<file path="src/rtl/lzc_2bit_aligned_big_endian_pkg.sv">
// ---------------------------------------------------------------------------
// Package lzc_pkg
//   Shared constants and width helpers for the 2-bit-aligned leading-zero
//   counter (lzc_2bit_aligned_big_endian) and its pair cells.
//   LEAF_W    : bits examined per tree leaf
//   lzc_cnt_w : width of the count output for a given operand width
//   pad_w     : operand width rounded up to a whole number of leaves
// ---------------------------------------------------------------------------
package lzc_pkg;

    localparam int LEAF_W = 2;

    function automatic int lzc_cnt_w(input int width);
        return $clog2(width);
    endfunction

    function automatic int pad_w(input int width);
        return width + (width % LEAF_W);
    endfunction

endpackage

</file>
<file path="src/rtl/lzc_2bit_aligned_big_endian_if.sv">
// ---------------------------------------------------------------------------
// Interface lzc_2bit_aligned_big_endian_if
//   Operand/result bundle of the leading-zero counter.
//   b : operand to scan, MSB = bit WIDTH-1        (master -> slave)
//   p : leading-zero count, $clog2(WIDTH) bits     (slave -> master)
//   v : 1 = operand had at least one set bit       (slave -> master)
//   modport master : the block supplying operands (normaliser front end)
//   modport slave  : the counter itself
// ---------------------------------------------------------------------------
interface lzc_2bit_aligned_big_endian_if
    import lzc_pkg::*;
#(
    parameter int WIDTH = 28
);

    logic [WIDTH-1:0]            b;
    logic [lzc_cnt_w(WIDTH)-1:0] p;
    logic                        v;

    modport master (output b, input p, input v);
    modport slave  (input b, output p, output v);

endinterface

</file>
<file path="src/rtl/lzc_2bit_aligned_big_endian_pair_cell.sv">
// ---------------------------------------------------------------------------
// Module lzc_pair_cell
//   Leaf of the leading-zero tree: inspects one 2-bit group of the operand.
//   pair    : the two bits, pair[1] is the more significant one
//   zero    : 1 = both bits are 0, the count continues past this group
//   hi_zero : (LZC_EXACT_EN only) 1 = upper bit is 0, so if the group is
//             non-zero its lower bit is the first 1 and adds one to the count
// Optional feature macro: LZC_EXACT_EN
// ---------------------------------------------------------------------------
module lzc_pair_cell
    import lzc_pkg::*;
(
    input  logic [LEAF_W-1:0] pair,
    output logic              zero
`ifdef LZC_EXACT_EN
    ,
    output logic              hi_zero
`endif
);

    assign zero = ~|pair;

`ifdef LZC_EXACT_EN
    assign hi_zero = ~pair[LEAF_W-1];
`endif

endmodule

</file>
<file path="src/rtl/lzc_2bit_aligned_big_endian.sv">
// ---------------------------------------------------------------------------
// Module lzc_2bit_aligned_big_endian
//   Registered leading-zero counter for the approximate-FP normalisation
//   path. Zeros are counted from bit WIDTH-1 downward in whole 2-bit groups,
//   so the default count is rounded down to an even value. One cycle of
//   latency, a new operand every cycle, no handshake.
//
//   Parameters
//     WIDTH  operand width (>= 2); odd widths get one 0 appended below LSB
//   Ports
//     clk    clock, all state on the rising edge
//     rst_n  asynchronous active-low reset, clears p and v
//     bus    lzc_2bit_aligned_big_endian_if.slave  (b in, p/v out)
//
//   Optional feature macro: LZC_EXACT_EN
//     defined   : p is the exact leading-zero count (p[0] may be 1)
//     undefined : p = 2*floor(lz/2), leaf lower-bit logic is not built
// ---------------------------------------------------------------------------
module lzc_2bit_aligned_big_endian
    import lzc_pkg::*;
#(
    parameter int WIDTH = 28
)(
    input  logic                           clk,
    input  logic                           rst_n,
    lzc_2bit_aligned_big_endian_if.slave   bus
);

    localparam int P_W   = lzc_cnt_w(WIDTH);
    localparam int PW    = pad_w(WIDTH);
    localparam int NP    = PW / LEAF_W;               // real leaves
    localparam int NP2   = 2 ** $clog2(NP);           // leaves rounded to a full tree
    localparam int NODES = 2 * NP2 - 1;               // heap: root 0, children 2i+1 / 2i+2

    logic [PW-1:0]  b_pad;
    logic           z_node [NODES];                   // subtree is all zero
    logic [P_W-1:0] c_node [NODES];                   // zeros before first 1 in subtree
    logic [P_W-1:0] p_d;
    logic           v_d;
    logic [P_W-1:0] p_q;
    logic           v_q;

    generate
        if (WIDTH % LEAF_W != 0) begin : g_pad
            assign b_pad = {bus.b, 1'b0};
        end else begin : g_nopad
            assign b_pad = bus.b;
        end
    endgenerate

    // Leaves: leaf j covers pair j counted from the MSB side, so the heap's
    // left-to-right leaf order matches significance.
    generate
        for (genvar j = 0; j < NP2; j++) begin : g_leaf
            localparam int NODE = NP2 - 1 + j;
            if (j < NP) begin : g_cell
                logic cell_zero;
`ifdef LZC_EXACT_EN
                logic cell_hi_zero;
                lzc_pair_cell u_cell (
                    .pair    (b_pad[PW-1-LEAF_W*j -: LEAF_W]),
                    .zero    (cell_zero),
                    .hi_zero (cell_hi_zero)
                );
                assign c_node[NODE] = P_W'(cell_hi_zero);
`else
                lzc_pair_cell u_cell (
                    .pair (b_pad[PW-1-LEAF_W*j -: LEAF_W]),
                    .zero (cell_zero)
                );
                assign c_node[NODE] = '0;
`endif
                assign z_node[NODE] = cell_zero;
            end else begin : g_fill
                // Filler leaves sit below the LSB; they only matter when the
                // whole operand is zero, where p is forced to 0 anyway.
                assign z_node[NODE] = 1'b1;
                assign c_node[NODE] = '0;
            end
        end
    endgenerate

    // Priority merge: the MSB-side (left) child wins unless it is all zero,
    // in which case its full bit span is added to the right child's count.
    // Arithmetic is modulo 2**P_W; every count that reaches p fits exactly.
    generate
        for (genvar i = 0; i < NP2 - 1; i++) begin : g_merge
            localparam int DEPTH  = $clog2(i + 2) - 1;
            localparam int SPAN   = LEAF_W * (NP2 >> (DEPTH + 1));
            localparam logic [P_W-1:0] SPAN_C = P_W'(SPAN);
            assign z_node[i] = z_node[2*i+1] & z_node[2*i+2];
            assign c_node[i] = z_node[2*i+1] ? SPAN_C + c_node[2*i+2]
                                             : c_node[2*i+1];
        end
    endgenerate

    assign v_d = ~z_node[0];
    assign p_d = z_node[0] ? '0 : c_node[0];

    // NOTE: registers use non-blocking assignments and an async clear so p/v
    // drop the moment rst_n falls, without waiting for a clock edge.
    always_ff @(posedge clk or negedge rst_n) begin
        if (!rst_n) begin
            p_q <= '0;
            v_q <= 1'b0;
        end else begin
            p_q <= p_d;
            v_q <= v_d;
        end
    end

    assign bus.p = p_q;
    assign bus.v = v_q;

endmodule

</file>
<file path="src/flat_wrapper.sv">
// flat-port wrapper written by rule: the top's interface ports become plain ports
module lzc_2bit_aligned_big_endian_flat import lzc_pkg::*;
#(
    parameter int WIDTH = 28
)
  (clk, rst_n, bus_b, bus_p, bus_v);
  lzc_2bit_aligned_big_endian_if #(.WIDTH(WIDTH)) bus_i ();
  input  logic clk;
  input  logic rst_n;
  input wire logic [$bits(bus_i.b)-1:0] bus_b;
  output wire logic [$bits(bus_i.p)-1:0] bus_p;
  output wire logic [$bits(bus_i.v)-1:0] bus_v;
  assign bus_i.b = bus_b;
  assign bus_p = bus_i.p;
  assign bus_v = bus_i.v;
  lzc_2bit_aligned_big_endian #(.WIDTH(WIDTH)) u_core (.clk(clk), .rst_n(rst_n), .bus(bus_i));
endmodule
</file>
<file path="config.mk">
export PLATFORM = sky130hd
export DESIGN_NAME = lzc_2bit_aligned_big_endian_flat
export DESIGN_NICKNAME = d
export VERILOG_FILES = /design/src/rtl/lzc_2bit_aligned_big_endian_pkg.sv /design/src/rtl/lzc_2bit_aligned_big_endian_if.sv /design/src/rtl/lzc_2bit_aligned_big_endian_pair_cell.sv /design/src/rtl/lzc_2bit_aligned_big_endian.sv /design/src/flat_wrapper.sv
export SDC_FILE = /design/constraint.sdc
export NUM_CORES = 1
export LEC_CHECK = 0
export CELL_PAD_IN_SITES_DETAIL_PLACEMENT = 1
export CELL_PAD_IN_SITES_GLOBAL_PLACEMENT = 1
export CORE_UTILIZATION = 17
export DETAILED_ROUTE_END_ITERATION = 7
export GPL_ROUTABILITY_DRIVEN = 0
export PLACE_DENSITY = 0.91
export SYNTH_ARGS = -nofsm -noshare
export SYNTH_HDL_FRONTEND = slang
export SYNTH_SLANG_ARGS = --single-unit
export TNS_END_PERCENT = 20
</file>
<file path="constraint.sdc">
create_clock -name clk -period 1.05 [get_ports clk]
set_input_delay 0.21 -clock clk [delete_from_list [all_inputs] [get_ports clk]]
set_output_delay 0.21 -clock clk [all_outputs]
set_load 0.01 [all_outputs]
</file>
Word-level counts from Yosys, hierarchy flattened:

Cells that the tools add are included.

* multipliers: 0
* muxes and demuxes: 15
* $lt $le $gt $ge: 0
* add/subtract/negate cells: 6
* shift-type cells: 0
* bitwise logic cells: 14
* divide/modulo/power cells: 0
* reduce and logical (&&, ||, !) cells: 28
* equal/unequal tests: 0

Operators by type and width (number)
* 5-bit two-way mux: 7
* 2-bit OR reduction: 14
* 1-bit logical NOT: 14
* 2-bit two-way mux: 7
* 1-bit bitwise AND: 13
* 3-bit by 2-bit adder with 4-bit output, first input constant: 3
* 4-bit by 3-bit adder with 5-bit output, first input constant: 1
* 4-bit by 5-bit adder with 5-bit output, first input constant: 1
* 5-bit adder, first input constant: 1
* 3-bit two-way mux: 1
* 1-bit inverter: 1

* memories kept: 0
* register bits: 6
* ROM bits: 0
* latch bits: 0
* output and inout port bits: 6
* word-level logic and storage cells: 65
* input port bits: 30
* memory bits (writable): 0

Longest topological paths before layout:

* depth after elaboration: 9
* mapped depth: 4
* depth with buffers taken out: 4

Hierarchy:

Synthesis repeated with hierarchy kept, for this count alone.

* cell total of the unflattened synthesis: 46
* area total of the unflattened synthesis: 346.6 sq um

Modules (own cells, without submodules)
* lzc_2bit_aligned_big_endian: instances 1, cells an instance 32, area an instance 294.0 sq um
* lzc_pair_cell: instances 14, cells an instance 1, area an instance 3.8 sq um

Worst setup path after synthesis:

Ideal clock, no wire load.

* path kind: input-to-reg
* start: in bus_b[7]
* end: reg u_core.p_q[3], in the netlist u_core.bus.p[3]
* stages on the path: 3
* arrival: 1212 ps
* setup slack: -244 ps
* cells stage by stage: or4_4 > or3_1 > a31oi_1

* longest elaborated chain between the ends: 8
* elaborated cells on any way between the ends: 13

RTL lines
* start, declared: RTL line flat_wrapper.sv:10 `input wire logic [$bits(bus_i.b)-1:0] bus_b;`
* 2-bit OR reduction (*): RTL line lzc_2bit_aligned_big_endian_pair_cell.sv:21 `assign zero = ~|pair;`
* 2-bit two-way mux or 1-bit logical NOT (tied branches): RTL line lzc_2bit_aligned_big_endian.sv:92, lzc_2bit_aligned_big_endian_pair_cell.sv:21
* 3-bit by 2-bit adder with 4-bit output or 1-bit bitwise AND (tied branches): RTL line lzc_2bit_aligned_big_endian.sv:92, lzc_2bit_aligned_big_endian.sv:91
* 5-bit two-way mux or 1-bit bitwise AND (tied branches): RTL line lzc_2bit_aligned_big_endian.sv:92, lzc_2bit_aligned_big_endian.sv:91
* 5-bit two-way mux: RTL line lzc_2bit_aligned_big_endian.sv:92 `assign c_node[i] = z_node[2*i+1] ? SPAN_C + c_node[2*i+2]`
* 5-bit adder: RTL line lzc_2bit_aligned_big_endian.sv:92
* 5-bit two-way mux: RTL line lzc_2bit_aligned_big_endian.sv:92
* 5-bit two-way mux (*): RTL line lzc_2bit_aligned_big_endian.sv:98 `assign p_d = z_node[0] ? '0 : c_node[0];`
* net u_core.p_d[3]: RTL line lzc_2bit_aligned_big_endian.sv:38 `logic [P_W-1:0] p_d;`
* end signal, assigned: RTL line lzc_2bit_aligned_big_endian.sv:107 `p_q <= p_d;`
* end, declared: RTL line lzc_2bit_aligned_big_endian.sv:40 `logic [P_W-1:0] p_q;`

The timed path passes the listed nets; every way through them passes the cells marked *.

Worst setup path in the final report:

* start: in bus_b[5]
* end: reg u_core.p_q[3], in the netlist u_core.bus.p[3]

* longest elaborated chain between the ends: 8
* elaborated cells on any way between the ends: 10

RTL lines
* 2-bit OR reduction (*): RTL line lzc_2bit_aligned_big_endian_pair_cell.sv:21
* 1-bit logical NOT (*): RTL line lzc_2bit_aligned_big_endian_pair_cell.sv:21
* 1-bit bitwise AND (*) (2 in series): RTL line lzc_2bit_aligned_big_endian.sv:91 `assign z_node[i] = z_node[2*i+1] & z_node[2*i+2];`
* 5-bit two-way mux: RTL line lzc_2bit_aligned_big_endian.sv:92
* 5-bit adder: RTL line lzc_2bit_aligned_big_endian.sv:92
* 5-bit two-way mux: RTL line lzc_2bit_aligned_big_endian.sv:92
* 5-bit two-way mux (*): RTL line lzc_2bit_aligned_big_endian.sv:98
* net u_core.p_d[3]: RTL line lzc_2bit_aligned_big_endian.sv:38

Marks and branches as above.

==> metrics.txt <==
outcome complete, but fails checks; violated checks setup timing; Die X about 45 um; Hold Vio Cnt, Final 0; Final Setup Violations 4; Clock Sink Count 5; max-slew violations 0; Post-synth EDFFs 0; most frequent cells in the layout 14 x buf_4, 10 x clkbuf_2, 7 x clkdlybuf4s15_1, 7 x dlygate4sd2_1, 6 x nor2_1; peak supply drop ~0.32 mV; Critical Path RT 1210 ps; TritonCTS clock tree yes; Min-Delay Path Class primary input to async pin; Final ANT Viol Nets 0; WL/cell 13.95 um; vias in the first global route approximately 570; Setup Crit Path Kind primary input to flip-flop; Worst EP arrival 1380 ps; num rows 15; xor/xnor share of the synthesized area 0%; ys async rst share 100.0%; Max Freq around 0.82 GHz; GRT Overall Usage 16.40%; Post-Synthesis Cells 38; PortBufs 34; Avg Synthesized Cell Area 8.396 sq um; Cell Area, Synth 319.1 sq um; Synth Area in Compound Gates a little over a fifth; Hold Slack ~190 ps; # DRC 0; Clock Tree Buf Depth 2; Int Power 0.4411 mW; leakage 0.3633 nW; Pwr per Cell Area around 720 nW/um^2; Starting Density 18.28%; Final min period 1216 ps; net switching power 0.1618 mW; Cell variety after synth 19; Synth Flop Type dfrtp_1; DR iter-0 viols 6; Reg area approximately 130 sq um; area added between synthesis and finish 162.0%; area of the multi-input gates 289.0 sq um; final antenna diode count 0; largest net degree at the start of global routing 6; largest family of logic cells by synthesized area simple AND/OR/NAND/NOR gates; Die Y 45.32 um; first-pass GRT wire length 2373 um; die footprint 2054 sq um; Worst setup SP type primary input; clock network power share 38.0%; 1st-pass router iterations 4; CTS Root Cell clkbuf_4; mux cell area share after synthesis 0%; final core occ 47.89%; Logic pwr share 29.2%; CP Max Fanout 2; Net Count, Synth 68; synthesis-stage register bit count 5; Seq pwr share about 33%; Seq/Total Area, Yosys 39.22%; CORE AREA 1745 sq um; I/O pins 36; max-cap viol count 0; synthesis warning total 0; via count around 520; initial antenna violation count 0; vias per inst 4.588; Synth Area in Simple Gates 35.69%; total CTS buffers 3; final worst-path cycle share 115.8%; Critical Path End Type flip-flop; htree depth 1; RSZ-0062 raised after global routing yes; final worst slack -165.6 ps; setup slack at placement -725.4 ps; Sw Ratio 26.84%; area share of fa/ha/maj cells after synthesis 0%; share of layout cells above drive strength 1 a little under three fifths; leading cell type in the layout, fill and taps excluded buf_4; Worst-path clk slew 50 ps; final wirelength 1590 um; Fillers around 220; fin nets 120; Congestion Overflow GR 0
cell usage after synthesis, drive strengths merged, types with 2 or more instances:
| master | n | area share, % |
|---|---|---|
| a21boi | 2 | 4.7 |
| nor2 | 7 | 8.2 |
| nor4 | 6 | 12 |
| a31oi | 2 | 3.9 |
| nand2 | 3 | 3.5 |
| o21ai | 2 | 3.1 |
| or4 | 2 | 5.9 |
| dfrtp | 5 | 39 |
metrics by stage:
step                      instance area (sq um)  power [mW]  cells  setup TNS (ps)
after floorplan                           319.1      0.2252     38          -680.3
after global placement                    765.7      0.3716    107           -3061
after detailed placement                  765.7      0.3776    107           -3177
after CTS                                 844.6      0.6009    114          -350.3
after global routing                      835.8      0.6386    114          -472.5
final                                     835.8      0.6029    114          -349.1
cell type report:
cell class / instances / area share [%]
Multi-Input combinational cell: 32 / 34.58
Sequential cell: 5 / 14.97
Timing Repair Buffer: 48 / 43.56
Tap cell: 25 / 3.743
Clock buffer: 4 / 3.144
repair_timing:
item	CTS	global route
setup endpoints to repair	10	10
hold endpoints to repair	0	0
hold buffers	0	0
cloned	0	0
setup buffers	4	0
pin swaps	12	7
gates resized for setup	80	22
kinds of logic after synthesis:
| group | Yosys count |
|---|---|
| AO/OA/AOI/OAI | 10 |
| buffers and inverters | 1 |
| flip-flops | 5 |
| other | 1 |
| AND/OR/NAND/NOR | 21 |
flip-flops by register name (all words and copies together), names as in the netlist:
| register | flops |
|---|---|
| u_core.bus.v | 1 |
| u_core.bus.p | 4 |
worst max path at each step:
stage / start / to / slack, ps / depth (start not counted)
3_5_place_dp: bus_b[7] / u_core.bus.p[3]$_DFF_PN0_ / -730 / 4
3_3_place_gp: bus_b[7] / u_core.bus.p[3]$_DFF_PN0_ / -700 / 4
4_1_cts: bus_b[4] / u_core.bus.p[3]$_DFF_PN0_ / -180 / 4
6_report: bus_b[5] / u_core.bus.p[3]$_DFF_PN0_ / -170 / 4
2_1_floorplan: bus_b[7] / u_core.bus.p[3]$_DFF_PN0_ / -210 / 3
5_1_grt: bus_b[10] / u_core.bus.p[1]$_DFF_PN0_ / -190 / 5
power groups by stage:
| stage | sequential [mW] | clock (mW) | combinational [mW] |
|---|---|---|---|
| 2_1_floorplan | 0.202 | 0 | 0.0232 |
| 3_3_place_gp | 0.200 | 0 | 0.171 |
| 3_5_place_dp | 0.200 | 0 | 0.178 |
| 4_1_cts | 0.197 | 0.236 | 0.167 |
| 5_1_grt | 0.197 | 0.253 | 0.188 |
| 6_report | 0.197 | 0.229 | 0.176 |
metal layers:
layer / wire length (um) / share of wire [%] / track usage, %
met1: 590 / 37 / 16.26
met2: 872 / 55 / 31.59
met3: 93 / 5.8 / 5.200
met4: 34 / 2.1 / 5.455
met5: 0 / 0 / 0
worst max-delay path, cell delays in order:
cell	delay (ps)
buf_6	90
or4_4	530
or3_4	400
a31oi_1	140
Note: power is estimated with default switching activity, not from simulation.
